### src/rtl/serial_tx_pkg.sv
// Shared types and line levels for the serial transmit path.
package serial_tx_pkg;

  typedef enum logic [1:0] {IDLE, START, DATA, STOP} tx_state_t;

  localparam logic IDLE_LEVEL  = 1'b1;
  localparam logic START_LEVEL = 1'b0;
  localparam logic STOP_LEVEL  = 1'b1;

endpackage

### src/rtl/serial_tx_shifter_if.sv
// Word handshake and serial line status bundle for serial_tx_shifter.
interface serial_tx_shifter_if #(
  parameter int unsigned DATA_W = 8
);

  logic [DATA_W-1:0] din;
  logic              din_valid;
  logic              din_ready;
  logic              txd;
  logic              busy;
  logic              done;

  modport master (
    output din, din_valid,
    input  din_ready, txd, busy, done
  );

  modport slave (
    input  din, din_valid,
    output din_ready, txd, busy, done
  );

endinterface

### src/rtl/bit_tick_gen.sv
// Bit-period counter: counts 0..CLKS_PER_BIT-1 and flags the last cycle of each bit.
module bit_tick_gen #(
  parameter int unsigned CLKS_PER_BIT = 4
) (
  input  logic clk,
  input  logic rest,
  input  logic clear,
  output logic tick
);

  localparam int unsigned CW = (CLKS_PER_BIT > 1) ? $clog2(CLKS_PER_BIT) : 1;
  localparam logic [CW-1:0] LAST = CW'(CLKS_PER_BIT - 1);

  logic [CW-1:0] cnt_q, cnt_d;

  assign tick = (cnt_q == LAST);

  always_comb begin
    cnt_d = cnt_q + CW'(1);
    if (clear || tick) cnt_d = '0;
  end

  always_ff @(posedge clk or posedge rest) begin
    if (rest) cnt_q <= '0;
    else      cnt_q <= cnt_d;
  end

endmodule

### src/rtl/serial_tx_shifter.sv
// Parallel-to-serial transmitter: start bit, DATA_W data bits LSB-first, stop bit,
// each held CLKS_PER_BIT clocks.
module serial_tx_shifter
  import serial_tx_pkg::*;
#(
  parameter int unsigned DATA_W       = 8,
  parameter int unsigned CLKS_PER_BIT = 4
) (
  input  logic                clk,
  input  logic                rest,
  serial_tx_shifter_if.slave  bus
);

  localparam int unsigned BW = $clog2(DATA_W + 1);
  localparam logic [BW-1:0] LAST_BIT = BW'(DATA_W - 1);
  // Index of the bit that becomes LSB after the next shift (guarded for DATA_W=1).
  localparam int unsigned NEXT_IDX = (DATA_W > 1) ? 1 : 0;

  tx_state_t         state_q;
  logic [DATA_W-1:0] shreg_q;
  logic [BW-1:0]     bitcnt_q;
  logic              txd_q;
  logic              busy_q;
  logic              done_q;
  logic              tick;
  logic              tick_clear;
  logic              accept;

  // Counter sits at zero in IDLE, so every bit period starts aligned to its state entry.
  assign tick_clear = (state_q == IDLE);
  assign accept     = bus.din_valid && bus.din_ready;

  bit_tick_gen #(
    .CLKS_PER_BIT (CLKS_PER_BIT)
  ) u_tick (
    .clk   (clk),
    .rest  (rest),
    .clear (tick_clear),
    .tick  (tick)
  );

  always_ff @(posedge clk or posedge rest) begin
    if (rest) begin
      state_q  <= IDLE;
      shreg_q  <= '0;
      bitcnt_q <= '0;
      txd_q    <= IDLE_LEVEL;
      busy_q   <= 1'b0;
      done_q   <= 1'b0;
    end else begin
      done_q <= 1'b0;
      unique case (state_q)
        IDLE: begin
          if (accept) begin
            shreg_q <= bus.din;
            state_q <= START;
            txd_q   <= START_LEVEL;
            busy_q  <= 1'b1;
          end
        end
        START: begin
          if (tick) begin
            state_q  <= DATA;
            bitcnt_q <= '0;
            txd_q    <= shreg_q[0];
          end
        end
        DATA: begin
          if (tick) begin
            shreg_q  <= shreg_q >> 1;
            bitcnt_q <= bitcnt_q + BW'(1);
            if (bitcnt_q == LAST_BIT) begin
              state_q <= STOP;
              txd_q   <= STOP_LEVEL;
            end else begin
              txd_q <= shreg_q[NEXT_IDX];
            end
          end
        end
        STOP: begin
          if (tick) begin
            state_q <= IDLE;
            txd_q   <= IDLE_LEVEL;
            busy_q  <= 1'b0;
            done_q  <= 1'b1;
          end
        end
        default: state_q <= IDLE;
      endcase
    end
  end

  assign bus.din_ready = (state_q == IDLE);
  assign bus.txd       = txd_q;
  assign bus.busy      = busy_q;
  assign bus.done      = done_q;

endmodule

### src/flat_wrapper.sv
// flat-port wrapper written by rule: the top's interface ports become plain ports
module serial_tx_shifter_flat import serial_tx_pkg::*;
#(
  parameter int unsigned DATA_W       = 8,
  parameter int unsigned CLKS_PER_BIT = 4
)
  (clk, rest, bus_din, bus_din_valid, bus_din_ready, bus_txd, bus_busy, bus_done);
  serial_tx_shifter_if #(.DATA_W(DATA_W)) bus_i ();
  input  logic clk;
  input  logic rest;
  input wire logic [$bits(bus_i.din)-1:0] bus_din;
  input wire logic [$bits(bus_i.din_valid)-1:0] bus_din_valid;
  output wire logic [$bits(bus_i.din_ready)-1:0] bus_din_ready;
  output wire logic [$bits(bus_i.txd)-1:0] bus_txd;
  output wire logic [$bits(bus_i.busy)-1:0] bus_busy;
  output wire logic [$bits(bus_i.done)-1:0] bus_done;
  assign bus_i.din = bus_din;
  assign bus_i.din_valid = bus_din_valid;
  assign bus_din_ready = bus_i.din_ready;
  assign bus_txd = bus_i.txd;
  assign bus_busy = bus_i.busy;
  assign bus_done = bus_i.done;
  serial_tx_shifter #(.DATA_W(DATA_W), .CLKS_PER_BIT(CLKS_PER_BIT)) u_core (.clk(clk), .rest(rest), .bus(bus_i));
endmodule
### config.mk
export PLATFORM = sky130hd
export DESIGN_NAME = serial_tx_shifter_flat
export DESIGN_NICKNAME = d
export VERILOG_FILES = /design/src/rtl/serial_tx_pkg.sv /design/src/rtl/serial_tx_shifter_if.sv /design/src/rtl/bit_tick_gen.sv /design/src/rtl/serial_tx_shifter.sv /design/src/flat_wrapper.sv
export SDC_FILE = /design/constraint.sdc
export NUM_CORES = 1
export LEC_CHECK = 0
export ABC_CLOCK_PERIOD_IN_PS = 1880
export BUFFER_PORTS_ARGS = -buffer_cell sky130_fd_sc_hd__clkbuf_2
export CAP_MARGIN = 20
export CORE_MARGIN = 4
export CORE_UTILIZATION = 45
export CTS_CLUSTER_SIZE = 14
export DETAILED_ROUTE_END_ITERATION = 10
export PLACE_DENSITY = 0.65
export SLEW_MARGIN = 20
export SYNTH_ARGS = -nofsm -noshare
export SYNTH_HDL_FRONTEND = slang
export SYNTH_HIERARCHICAL = 1
export SYNTH_SLANG_ARGS = --single-unit
### constraint.sdc
create_clock -name clk -period 1.88 [get_ports clk]
set_input_delay 0.376 -clock clk [delete_from_list [all_inputs] [get_ports clk]]
set_output_delay 0.376 -clock clk [all_outputs]
set_load 0.05 [all_outputs]
# Yosys cells after proc, flatten, opt, wreduce, memory -nomap -nowiden
# Index checks and enable logic that the tools add are counted.
[classes] n_addsub=2 n_eq_ne=10 n_mux=24 n_reduce_logical=11
[ops] operator="two-way mux 8 bit" count=2
[ops] operator="one-hot mux 8 bit (2 select lines)" count=1
[ops] operator="two-way mux 2 bit" count=6
[ops] operator="two-way mux 1 bit" count=9
[ops] operator="AND reduction 3 bit" count=3
[ops] operator="two-way mux 4 bit" count=2
[ops] operator="!= test 2 bit, second input constant" count=4
[ops] operator="one-hot mux 2 bit (4 select lines)" count=1
[ops] operator="one-hot mux 4 bit (2 select lines)" count=1
[ops] operator="== test 2 bit, second input constant" count=3
[ops] operator="nonzero test 2 bit" count=3
[ops] operator="AND reduction 5 bit" count=1
[ops] operator="adder 4 x 1 -> 4 bit, second input constant" count=1
[ops] operator="== test 4 x 3 -> 1 bit, second input constant" count=1
[ops] operator="one-hot mux 1 bit (4 select lines)" count=1
[ops] operator="AND reduction 4 bit" count=1
[ops] operator="adder 2 x 1 -> 2 bit, second input constant" count=1
[ops] operator="== test 2 x 1 -> 1 bit, second input constant" count=1
[ops] operator="logical NOT 2 bit" count=1
[ops] operator="!= test 2 x 1 -> 1 bit, second input constant" count=1
[ops] operator="one-hot mux 1 bit (2 select lines)" count=1
[ops] operator="logical AND 1 bit" count=1
[ops] operator="logical OR 1 bit" count=1
[totals] reg_bits=19 inputBits=11 output_inout_bits=4 wordCells=54

# Longest topological paths before layout
# Gate-level depths: netlist of run 1.
[depth] ltp_word=4 mapped_depth=7 depth_no_buf=5

# Modules after synthesis
# The synthesis of run 1 kept the hierarchy.
[modules_own_cells] module="serial_tx_shifter" instances=1 cells_each=77 area_per_inst_um2=958.4 seq_area_each_um2=426.7
[modules_own_cells] module="bit_tick_gen" instances=1 cells_each=6 area_per_inst_um2=88.8 seq_area_each_um2=50.0

# Worst setup path before layout of run 1
# No wires, ideal clock.
[synth_path] kind="register -> register" from="reg u_core.state_q[0]" to="reg u_core.shreg_q[0]" setup_ns=0.125 arrival_time_ns=1.825 t_required_ns=1.755 setup_slack_ns=-0.070 path_stages_with_launch=6 n_path_buf=0 synth_period_minus_slack_ns=1.950 cell_sequence="dfrtp_1 -> inv_1 -> ha_1 -> nand2b_4 -> a21boi_4 -> mux2_2"
[synth_via] elab_chain_len=4 elab_cells_between_ends=8 cone_classes="eq/ne (3); mux (1); reduce/logical (4)"
[synth_rtl] item="start: declaration" line="serial_tx_shifter.sv:19" text="tx_state_t state_q;"
[synth_rtl] item="start signal: assignment" line="serial_tx_shifter.sv:44" text="state_q <= IDLE;"
[synth_rtl] item="start signal: assignment" line="serial_tx_shifter.sv:56" text="state_q <= START;"
[synth_rtl] item="start signal: assignment" line="serial_tx_shifter.sv:63" text="state_q <= DATA;"
[synth_rtl] item="logical NOT 2 bit *" line="serial_tx_shifter.sv:93" text="assign bus.din_ready = (state_q == IDLE);"
[synth_rtl] item="named net bus_din_ready" line="flat_wrapper.sv:13" text="output wire logic [$bits(bus_i.din_ready)-1:0] bus_din_ready;"
[synth_rtl] item="logical AND 1 bit" line="serial_tx_shifter.sv:31" text="assign accept = bus.din_valid && bus.din_ready;"
[synth_rtl] item="!= test 2 bit (no line)"
[synth_rtl] item="AND reduction 3 bit (no line)"
[synth_rtl] item="end signal: assignment" line="serial_tx_shifter.sv:55" text="shreg_q <= bus.din;"
[synth_rtl] item="end signal: assignment" line="serial_tx_shifter.sv:70" text="shreg_q <= shreg_q >> 1;"
[synth_rtl] item="end: declaration" line="serial_tx_shifter.sv:20" text="logic [DATA_W-1:0] shreg_q;"
# The timed path passes the listed nets; every way through them passes the cells marked *.
# A chain may end at the register's enable or synchronous reset.

# Final worst setup path of run 1
[layout_path] from="reg u_core.state_q[0]" to="out bus_din_ready"
[layout_via] elab_chain_len=1
[layout_rtl] item="logical NOT 2 bit" line="serial_tx_shifter.sv:93"
[layout_rtl] item="end: declaration" line="flat_wrapper.sv:13"
# No other way between the ends.

==> metrics.yaml, run 1 <==
dieHeight_um: 56.2
std_cell_rows: 17
finalWirelength_mm: 1.91
grt_pass1_vias: 758
vias: 683
avgSynthCellArea_sq_um: 12.6
insertion_delay_ns: 0.30
grt_pass1_wl_mm: 3.24
max_freq_ghz: 0.547
fin_setup_tns_ns: 0
r2r_start: "u_core/state_q[0]$_DFFE_PP0P_"
final_core_util_pct: 54.1
fin_skew_ns: 0.00726
diodes: 0
path_max_fanout: 7
cts.clk_slew.worst_paths_ns: 0.11
numCtsBuffers: 3
area_delta_synth_final_pct: 14.2
grt-ovfl-total: 0
ant_nets: 0
cts_tree: "yes"
hp-start: "bus_din[7]"
cp-end-kind: "primary output"
cts.sinks: 19
yosysMostFrequentCell: "dfrtp_1"
critPathArrivalTime_ns: 1.45
synthTopCellsByCount: "18 x dfrtp_1, 16 x mux2_2, 7 x ha_1, 7 x inv_1"
io_buffers: 14
nets: 122
yosysTopAreaCell: "dfrtp_1"
p_total_mw: 1.96
leakage_nw: 0.573
synth_top_area_share_pct: 43.0
pre_cts_ws_ns: 0.0156
ctsHtreeMaxLevel: 1
vias_per_cell: 5.21
yosysUniqueCellTypes: 29
period_minus_slack_ns: 1.83
rsz0062_at_grt: "yes"
synth_edf_count: 0
peakVddDrop_uv: 964
power_density_nw_per_um2: 1640
ys_warn_count: 6
drv_slew: 0
cts_root_buf: "clkbuf_4"
fin_ws_ns: 0.0508
die_area_sq_um: 3160
synthFlopType: "dfrtp_1"
worst-slew-pin-transition_ns: 0.640
cap_violations: 0
relSlewSlack_pct: 57.3
synthCells: 83
routedWlPerCell_um: 14.6
io_pins: 15
ys_seq_elements: 19
die_w_um: 56.2
clockBufferDepth: 2
post-dp-hpwl_mm: 1.44
status: "complete, no violations"
async_reset_ff_share_pct: 100
hold-worst-slack_ns: 0.352
crit_required_ns: 1.50
hold_viol: 0
post-route-period-util_pct: 97.3
drive_above_1_share_pct: 44.7
drc: 0
track_usage_pct: 13.1
hold_path.class: "in -> reg"
start_kind: "flip-flop"
cp-startpoint: "u_core/state_q[0]$_DFFE_PP0P_"
syn_nets: 101
synth_area_sq_um: 1050
start_util_pct: 47.3
crit_type: "reg -> out"
firstDrtPassIters: 4
synth.area.top_cells: "dfrtp_1 43%, mux2_2 17%, ha_1 8.4%, mux2i_1 2.9%, dfstp_2 2.5%"
final-setup-viol-count: 0
place_congestion: 0.811
core_sq_um: 2210
grt_max_degree: 18
yosysSeqAreaShare_pct: 45.5
drt-initial-drc-count: 13
num-fill-cells: 197
antenna_found_initial: 0
-- worst paths after layout --
| kind | cells past startpoint | slack, ns | endpoint |
|---|---|---|---|
| max in group asynchronous | 3 | 0.77 | u_core/shreg_q[0]$_DFFE_PP0P_ |
| min in group asynchronous | 3 | 0.46 | u_core/u_tick/cnt_q[0]$_DFF_PP0_ |
| hold / removal | 3 | 0.35 | u_core/shreg_q[7]$_DFFE_PP0P_ |
| setup reg to reg | 5 | 0.11 | u_core/shreg_q[1]$_DFFE_PP0P_ |
| setup / recovery | 3 | 0.05 | bus_din_ready |
| hold reg to reg | 1 | 0.46 | u_core/u_tick/cnt_q[0]$_DFF_PP0_ |
-- metrics by stage --
step	cells	area (sq um)
after CTS	131	1190
after global routing	131	1200
after global placement	126	1150
after detailed placement	126	1150
final	131	1200
after floorplan	83	1050
-- layout make-up --
type | count | area [sq um] | area share [%]
multi-input combinational | 55 | 527 | 44.0
sequential | 19 | 477 | 39.9
timing repair buffer | 18 | 105 | 8.79
tap | 28 | 35.0 | 2.93
clock buffer | 4 | 26.3 | 2.20
inverter | 7 | 26.3 | 2.20
-- per-layer routing --
| layer | routed length, um | global-route usage, % | up-vias | part of all wire [%] |
|---|---|---|---|---|
| li1 | - | - | 334 | - |
| met1 | 870 | 15.8 | 328 | 46 |
| met2 | 902 | 20.9 | 17 | 47 |
| met3 | 114 | 6.26 | 4 | 6.0 |
| met4 | 22 | 3.39 | 0 | 1.2 |
| met5 | 0 | 0 | - | 0 |
-- worst max-delay path, cell delays in order, from the launching register on --
cell,delay (ns)
dfrtp_1,0.42
inv_1,0.14
ha_2,0.33
clkbuf_4,0.28
-- logic make-up after synthesis --
kind of cell             count (synthesis)  synth area share, %
buffers and inverters                    9                 4.66
adder cells (fa/ha/maj)                  7                 8.36
flip-flops                              19                 45.5
multiplexers                            19                 20.1
AO/OA/AOI/OAI                           13                 10.4
AND/OR/NAND/NOR                         16                 11.0
-- flip-flops by register name, indices dropped and copies added, names as in the netlist --
register             flops
u_core/bus.busy          1
u_core/shreg_q           8
u_core/bus.txd           1
u_core/bitcnt_q          4
u_core/state_q           2
u_core/bus.done          1
u_core/u_tick/cnt_q      2
-- cells in the final DEF (no fill, tap or decap), drive strengths merged --
cell type / count
ha: 7
dfstp: 1
o2bb2ai: 1
nor2b: 1
nand2b: 2
or2: 1
inv: 7
o221ai: 1
dfrtp: 18
o21ai: 5
a32o: 1
nand3: 1
and3b: 1
mux2: 16
a221oi: 1
clkbuf: 18
nand4: 1
dlygate4sd3: 1
nand2: 4
a22o: 1
a21boi: 1
nor3: 2
a2bb2oi: 1
a21oi: 1
buf: 3
nand4b: 1
nor3b: 1
mux2i: 3
and2: 1
-- power by group --
part / leakage [nW] / total (mW) / internal, mW / switching [mW]
Clock: 0.0150 / 0.206 / 0.0826 / 0.123
Sequential: 0.229 / 0.688 / 0.584 / 0.104
Combinational: 0.329 / 1.06 / 0.534 / 0.529
-- what timing repair did --
action	CTS	global route
buffers inserted	0	0
endpoints found under the hold margin	2	0
endpoints found under the setup margin	0	9
hold buffers	1	0
resized for setup	0	3
No activity file was read; power rests on OpenSTA's default activity.
==> run 2, diff against run 1 <==
- ABC_CLOCK_PERIOD_IN_PS: 1880 -> 1500
- PLACE_DENSITY: 0.65 -> 0.68
- clock period: 1.88 -> 1.5 ns (I/O delays scaled with it)
==> run 2 against run 1 <==
The run now ends with setup timing left. Die area stayed put. Clock power is 33% higher. Register-to-register slack worse by 0.18 ns. Sequential power is 28% higher. Critical path type is now reg -> reg. Highest routed layer unchanged. Wire length is 21% higher. Core utilization is 14 points higher. Clock-buffer cell count is 1 lower. Worst setup slack worse by 0.12 ns. Sequential share of layout area is 8.1 points lower. First-iteration DRC count is 62% lower. Clock skew is 0.0057 ns higher. Sequential cell count stayed put.
==> metrics.yaml, run 2 (synthesis results as in run 1) <==
violations: "setup timing"
largest_register_ffs: 8
vias_per_cell: 5.22
pre_cts_ws_ns: -0.122
routedWlPerCell_um: 14.9
post-dp-hpwl_mm: 1.68
firstDrtPassIters: 4
area_delta_synth_final_pct: 43.7
num-fill-cells: 170
cts.clk_slew.worst_paths_ns: 0.12
pwr-share-comb_pct: 64.9
fin_ws_ns: -0.0722
relSlewSlack_pct: 81.0
grt-ovfl-total: 0
ant_nets: 0
regMostFlops: "u_core/shreg_q"
crit_required_ns: 1.71
cp-end-kind: "flip-flop"
leakage_nw: 0.724
drive_above_1_share_pct: 63.8
max_freq_ghz: 0.636
nets: 146
power_density_nw_per_um2: 2180
status: "complete, but fails checks"
dieHeight_um: 56.2
rsz0062_at_grt: "yes"
p_clk_share_pct: 8.3
drv_slew: 0
antenna_found_initial: 0
start_kind: "flip-flop"
track_usage_pct: 17.0
die_w_um: 56.2
grt_pass1_vias: 900
post-route-period-util_pct: 105
std_cell_rows: 17
crit_type: "reg -> reg"
sw_frac_of_total_pct: 36.7
path_max_fanout: 6
reg_top3: "u_core/shreg_q (8), u_core/bitcnt_q (4)"
worst_r2r_path_depth: 5
numCtsBuffers: 3
place_congestion: 0.775
p_seq_share_pct: 26.8
worst-slew-pin-transition_ns: 0.286
hold_path.class: "in -> reg"
hold_path_depth: 3
io_buffers: 14
vias: 809
insertion_delay_ns: 0.31
final_common_cell: "buf_4"
cts_tree: "yes"
drc: 0
final-setup-viol-count: 9
drt-initial-drc-count: 5
finalWirelength_mm: 2.31
cts_root_buf: "clkbuf_4"
io_pins: 15
final_cell_mix: "24 x buf_4, 17 x dfrtp_1, 13 x clkbuf_2"
cap_violations: 0
cts.sinks: 19
ctsHtreeMaxLevel: 1
clockBufferDepth: 2
internal-power_mw: 2.08
peakVddDrop_uv: 1350
period_minus_slack_ns: 1.57
grt_pass1_wl_mm: 4.10
fin_setup_tns_ns: -0.470
die_area_sq_um: 3160
core_sq_um: 2210
critPathArrivalTime_ns: 1.78
grt_max_degree: 18
hold_viol: 0
diodes: 0
start_util_pct: 47.3
p_sw_mw: 1.20
fin_skew_ns: 0.0129
==> run 2: final timing paths <==
check / startpoint / end / slack (ns)
worst max-delay path: u_core/state_q[1]$_DFFE_PP0P_ / u_core/shreg_q[6]$_DFFE_PP0P_ / -0.07
worst min-delay path: bus_din[7] / u_core/shreg_q[7]$_DFFE_PP0P_ / 0.26
worst max register to register: u_core/state_q[1]$_DFFE_PP0P_ / u_core/shreg_q[6]$_DFFE_PP0P_ / -0.07
worst min register to register: u_core/shreg_q[2]$_DFFE_PP0P_ / u_core/shreg_q[2]$_DFFE_PP0P_ / 0.52
max in group asynchronous: rest / u_core/bus.txd$_DFFE_PP1P_ / 0.70
min in group asynchronous: rest / u_core/u_tick/cnt_q[0]$_DFF_PP0_ / 0.35
==> run 2: per-layer routing <==
| metal | wire length [um] | vias to the layer above | GRT usage, % |
|---|---|---|---|
| li1 | - | 388 | - |
| met1 | 975 | 403 | 20.1 |
| met2 | 1220 | 14 | 28.9 |
| met5 | 0 | - | 0 |
| met3 | 71 | 4 | 3.02 |
| met4 | 46 | 0 | 9.49 |
==> run 2: power groups by stage <==
stage | Combinational [mW] | Sequential, mW | Clock, mW
finish | 2.13 | 0.879 | 0.274
global route | 2.31 | 0.908 | 0.307
CTS | 2.08 | 0.870 | 0.293
detailed placement | 1.70 | 0.880 | 0
global placement | 1.63 | 0.864 | 0
floorplan | 1.09 | 0.925 | 0
==> run 2: per-stage QoR <==
stage          total power [mW]  hold WS, ns  instance area [sq um]  utilization (%)  std cells
2_1_floorplan              2.02       0.0412                   1080                -         83
3_3_place_gp               2.50        0.144                   1320             59.7        143
3_5_place_dp               2.58        0.148                   1320             59.7        143
4_1_cts                    3.24        0.240                   1480             66.8        154
5_1_grt                    3.53        0.246                   1510             68.0        155
6_report                   3.28        0.258                   1510             68.0        155
==> run 2: critical path, stage by stage, from the launching register on <==
cell	delay (ns)
dfrtp_2	0.46
ha_4	0.21
nand2b_4	0.15
a21boi_4	0.18
buf_4	0.15
mux2_2	0.32
==> run 2: repair_timing <==
action	4_1_cts	5_1_grt
gates resized for setup	16	6
hold buffers	1	0
endpoints found under the setup margin	11	15
pin swaps	4	2
setup buffers	6	1
hold endpoints to repair	18	0
==> run 2: cell type report <==
| class | instances | area (sq um) | share of cell area (%) |
|---|---|---|---|
| Inverter | 7 | 28.8 | 1.91 |
| Multi-Input combinational cell | 55 | 611 | 40.6 |
| Timing Repair Buffer | 42 | 323 | 21.4 |
| Tap cell | 28 | 35.0 | 2.33 |
| Clock inverter | 1 | 7.51 | 0.499 |
| Clock buffer | 3 | 22.5 | 1.50 |
| Sequential cell | 19 | 478 | 31.8 |
==> run 3, diff against run 2 <==
==> constraint.sdc (replaced) <==
create_clock -name clk -period 1.5 [get_ports clk]
set_input_delay 0.225 -clock clk [delete_from_list [all_inputs] [get_ports clk]]
set_output_delay 0.225 -clock clk [all_outputs]
set_load 0.05 [all_outputs]
==> run 3 against run 2 <==
Fmax shrank 0.54%. Global-route usage down 0.45 points. The flow still finishes with violations (setup timing). Largest power group unchanged. Combinational power grew 7%. Register-to-register slack about the same. Critical endpoint is now u_core/shreg_q[2]$_DFFE_PP0P_. Core utilization grew 1.8 points. Cell count is the same. Total power grew 4.6%. Clock-buffer cell count did not move. Worst setup slack lost 0.0085 ns. Hold slack got worse by 0.052 ns.
==> metrics.yaml, run 3 (synthesis results as in run 1) <==
pre_cts_ws_ns: -0.122
firstDrtPassIters: 4
finalWirelength_mm: 2.48
crit_slowest_cell: "dfrtp_2"
worst-path-buf-inv: 2
grt_max_degree: 18
crit_required_ns: 1.72
diodes: 0
num-fill-cells: 159
routedWlPerCell_um: 16.0
nets: 146
grt-ovfl-total: 0
rsz0062_at_grt: "yes"
hold-worst-slack_ns: 0.206
clockBufferDepth: 2
post-route-period-util_pct: 105
numCtsBuffers: 3
dieHeight_um: 56.2
cts_tree: "yes"
worst-slew-pin-transition_ns: 0.286
regMostFlops: "u_core/shreg_q"
cap_violations: 0
ant_nets: 0
final_common_cell: "buf_4"
drc: 0
die_w_um: 56.2
vias_per_cell: 5.26
violations: "setup timing"
cts_root_buf: "clkbuf_4"
die_area_sq_um: 3160
leakage_nw: 0.752
relSlewSlack_pct: 81.0
core_sq_um: 2210
max_freq_ghz: 0.633
cts.sinks: 19
period_minus_slack_ns: 1.58
power_density_nw_per_um2: 2220
crit_type: "reg -> reg"
path_max_fanout: 4
std_cell_rows: 17
area_delta_synth_final_pct: 47.4
drive_above_1_share_pct: 63.0
ctsHtreeMaxLevel: 1
vias: 815
crit_chain: "inv_4 > ha_4 > nand2b_1 > a21boi_4 > buf_6 > mux2_4"
fin_skew_ns: 0.0117
largest_register_ffs: 8
track_usage_pct: 16.6
cts.clk_slew.worst_paths_ns: 0.12
start_kind: "flip-flop"
crit_family: "flip-flops"
hold_viol: 0
final_cell_mix: "21 x buf_4, 17 x dfrtp_1, 13 x clkbuf_2"
insertion_delay_ns: 0.32
drt-initial-drc-count: 13
reg_top3: "u_core/shreg_q (8), u_core/bitcnt_q (4)"
io_pins: 15
post-dp-hpwl_mm: 1.68
final-setup-viol-count: 10
max_stage_delay_ns: 0.44
fin_ws_ns: -0.0808
multi_input_area_sq_um: 624
place_congestion: 0.775
cp-end-kind: "flip-flop"
grt_pass1_wl_mm: 4.04
drv_slew: 0
io_buffers: 14
peakVddDrop_uv: 1300
start_util_pct: 47.3
critPathArrivalTime_ns: 1.80
grt_pass1_vias: 924
status: "complete, but fails checks"
hold_path.class: "in -> reg"
seqCellArea_sq_um: 478
antenna_found_initial: 0
[run 3: cell count changes in the layout (fill, tap and decap cells not counted), moves of 2 or more]
cell,delta
buf_4,-3
mux2_4,+2
mux2_2,-2
ha_2,-2
buf_6,+2
[run 3: cell type report]
type                            count  share of cell area [%]
Sequential cell                    19                    31.0
Timing Repair Buffer               42                    22.5
Tap cell                           28                    2.27
Clock buffer                        3                    1.46
Inverter                            7                    1.86
Clock inverter                      1                   0.486
Multi-Input combinational cell     55                    40.4
[run 3: final timing paths]
check	startpoint	endpoint	slack, ns	cells after the start
min reg2reg	u_core/shreg_q[3]$_DFFE_PP0P_	u_core/shreg_q[3]$_DFFE_PP0P_	0.53	1
max in group asynchronous	rest	u_core/bus.txd$_DFFE_PP1P_	0.79	4
min in group asynchronous	rest	u_core/u_tick/cnt_q[0]$_DFF_PP0_	0.27	3
max reg2reg	u_core/state_q[1]$_DFFE_PP0P_	u_core/shreg_q[2]$_DFFE_PP0P_	-0.08	6
min	bus_din[7]	u_core/shreg_q[7]$_DFFE_PP0P_	0.21	3
max	u_core/state_q[1]$_DFFE_PP0P_	u_core/shreg_q[2]$_DFFE_PP0P_	-0.08	6
[run 3: repair_timing]
item                                    4_1_cts  5_1_grt
cloned                                        0        1
pin swaps                                     5        4
setup buffers                                 6        0
hold buffers                                  1        0
endpoints found under the setup margin       11       12
resized for setup                            10       15
endpoints found under the hold margin        18        0
[run 3: per-stage QoR]
| step | instance area [sq um] | util [%] | power [mW] | std cells | TNS [ns] |
|---|---|---|---|---|---|
| final | 1540 | 69.8 | 3.43 | 155 | -0.570 |
| after global routing | 1540 | 69.8 | 3.65 | 155 | -1.22 |
| after CTS | 1450 | 65.7 | 3.15 | 154 | -0.246 |
| after detailed placement | 1320 | 59.7 | 2.58 | 143 | -0.932 |
| after global placement | 1320 | 59.7 | 2.50 | 143 | -0.495 |
| after floorplan | 1080 | - | 2.02 | 83 | -0.626 |
[run 3: layer usage]
layer | up-vias | wire [um] | global-route usage [%]
li1 | 386 | - | -
met1 | 409 | 1090 | 19.6
met2 | 15 | 1270 | 28.2
met3 | 5 | 74 | 3.02
met4 | 0 | 47 | 8.81
met5 | - | 0 | 0
[run 3: power breakdown]
group	internal, mW	switching, mW	total [mW]
clock	0.102	0.179	0.281
combinational	1.33	0.942	2.27
sequential	0.735	0.148	0.883
[run 3: worst register-to-register path: cells and delay by family (launching register included)]
family | cells | cell delay, ns
adders and majority gates | 1 | 0.18
muxes | 1 | 0.29
AOI/OAI and AO/OA | 1 | 0.25
DFF | 1 | 0.44
buffers and inverters | 2 | 0.22
and+or+nand+nor | 1 | 0.11
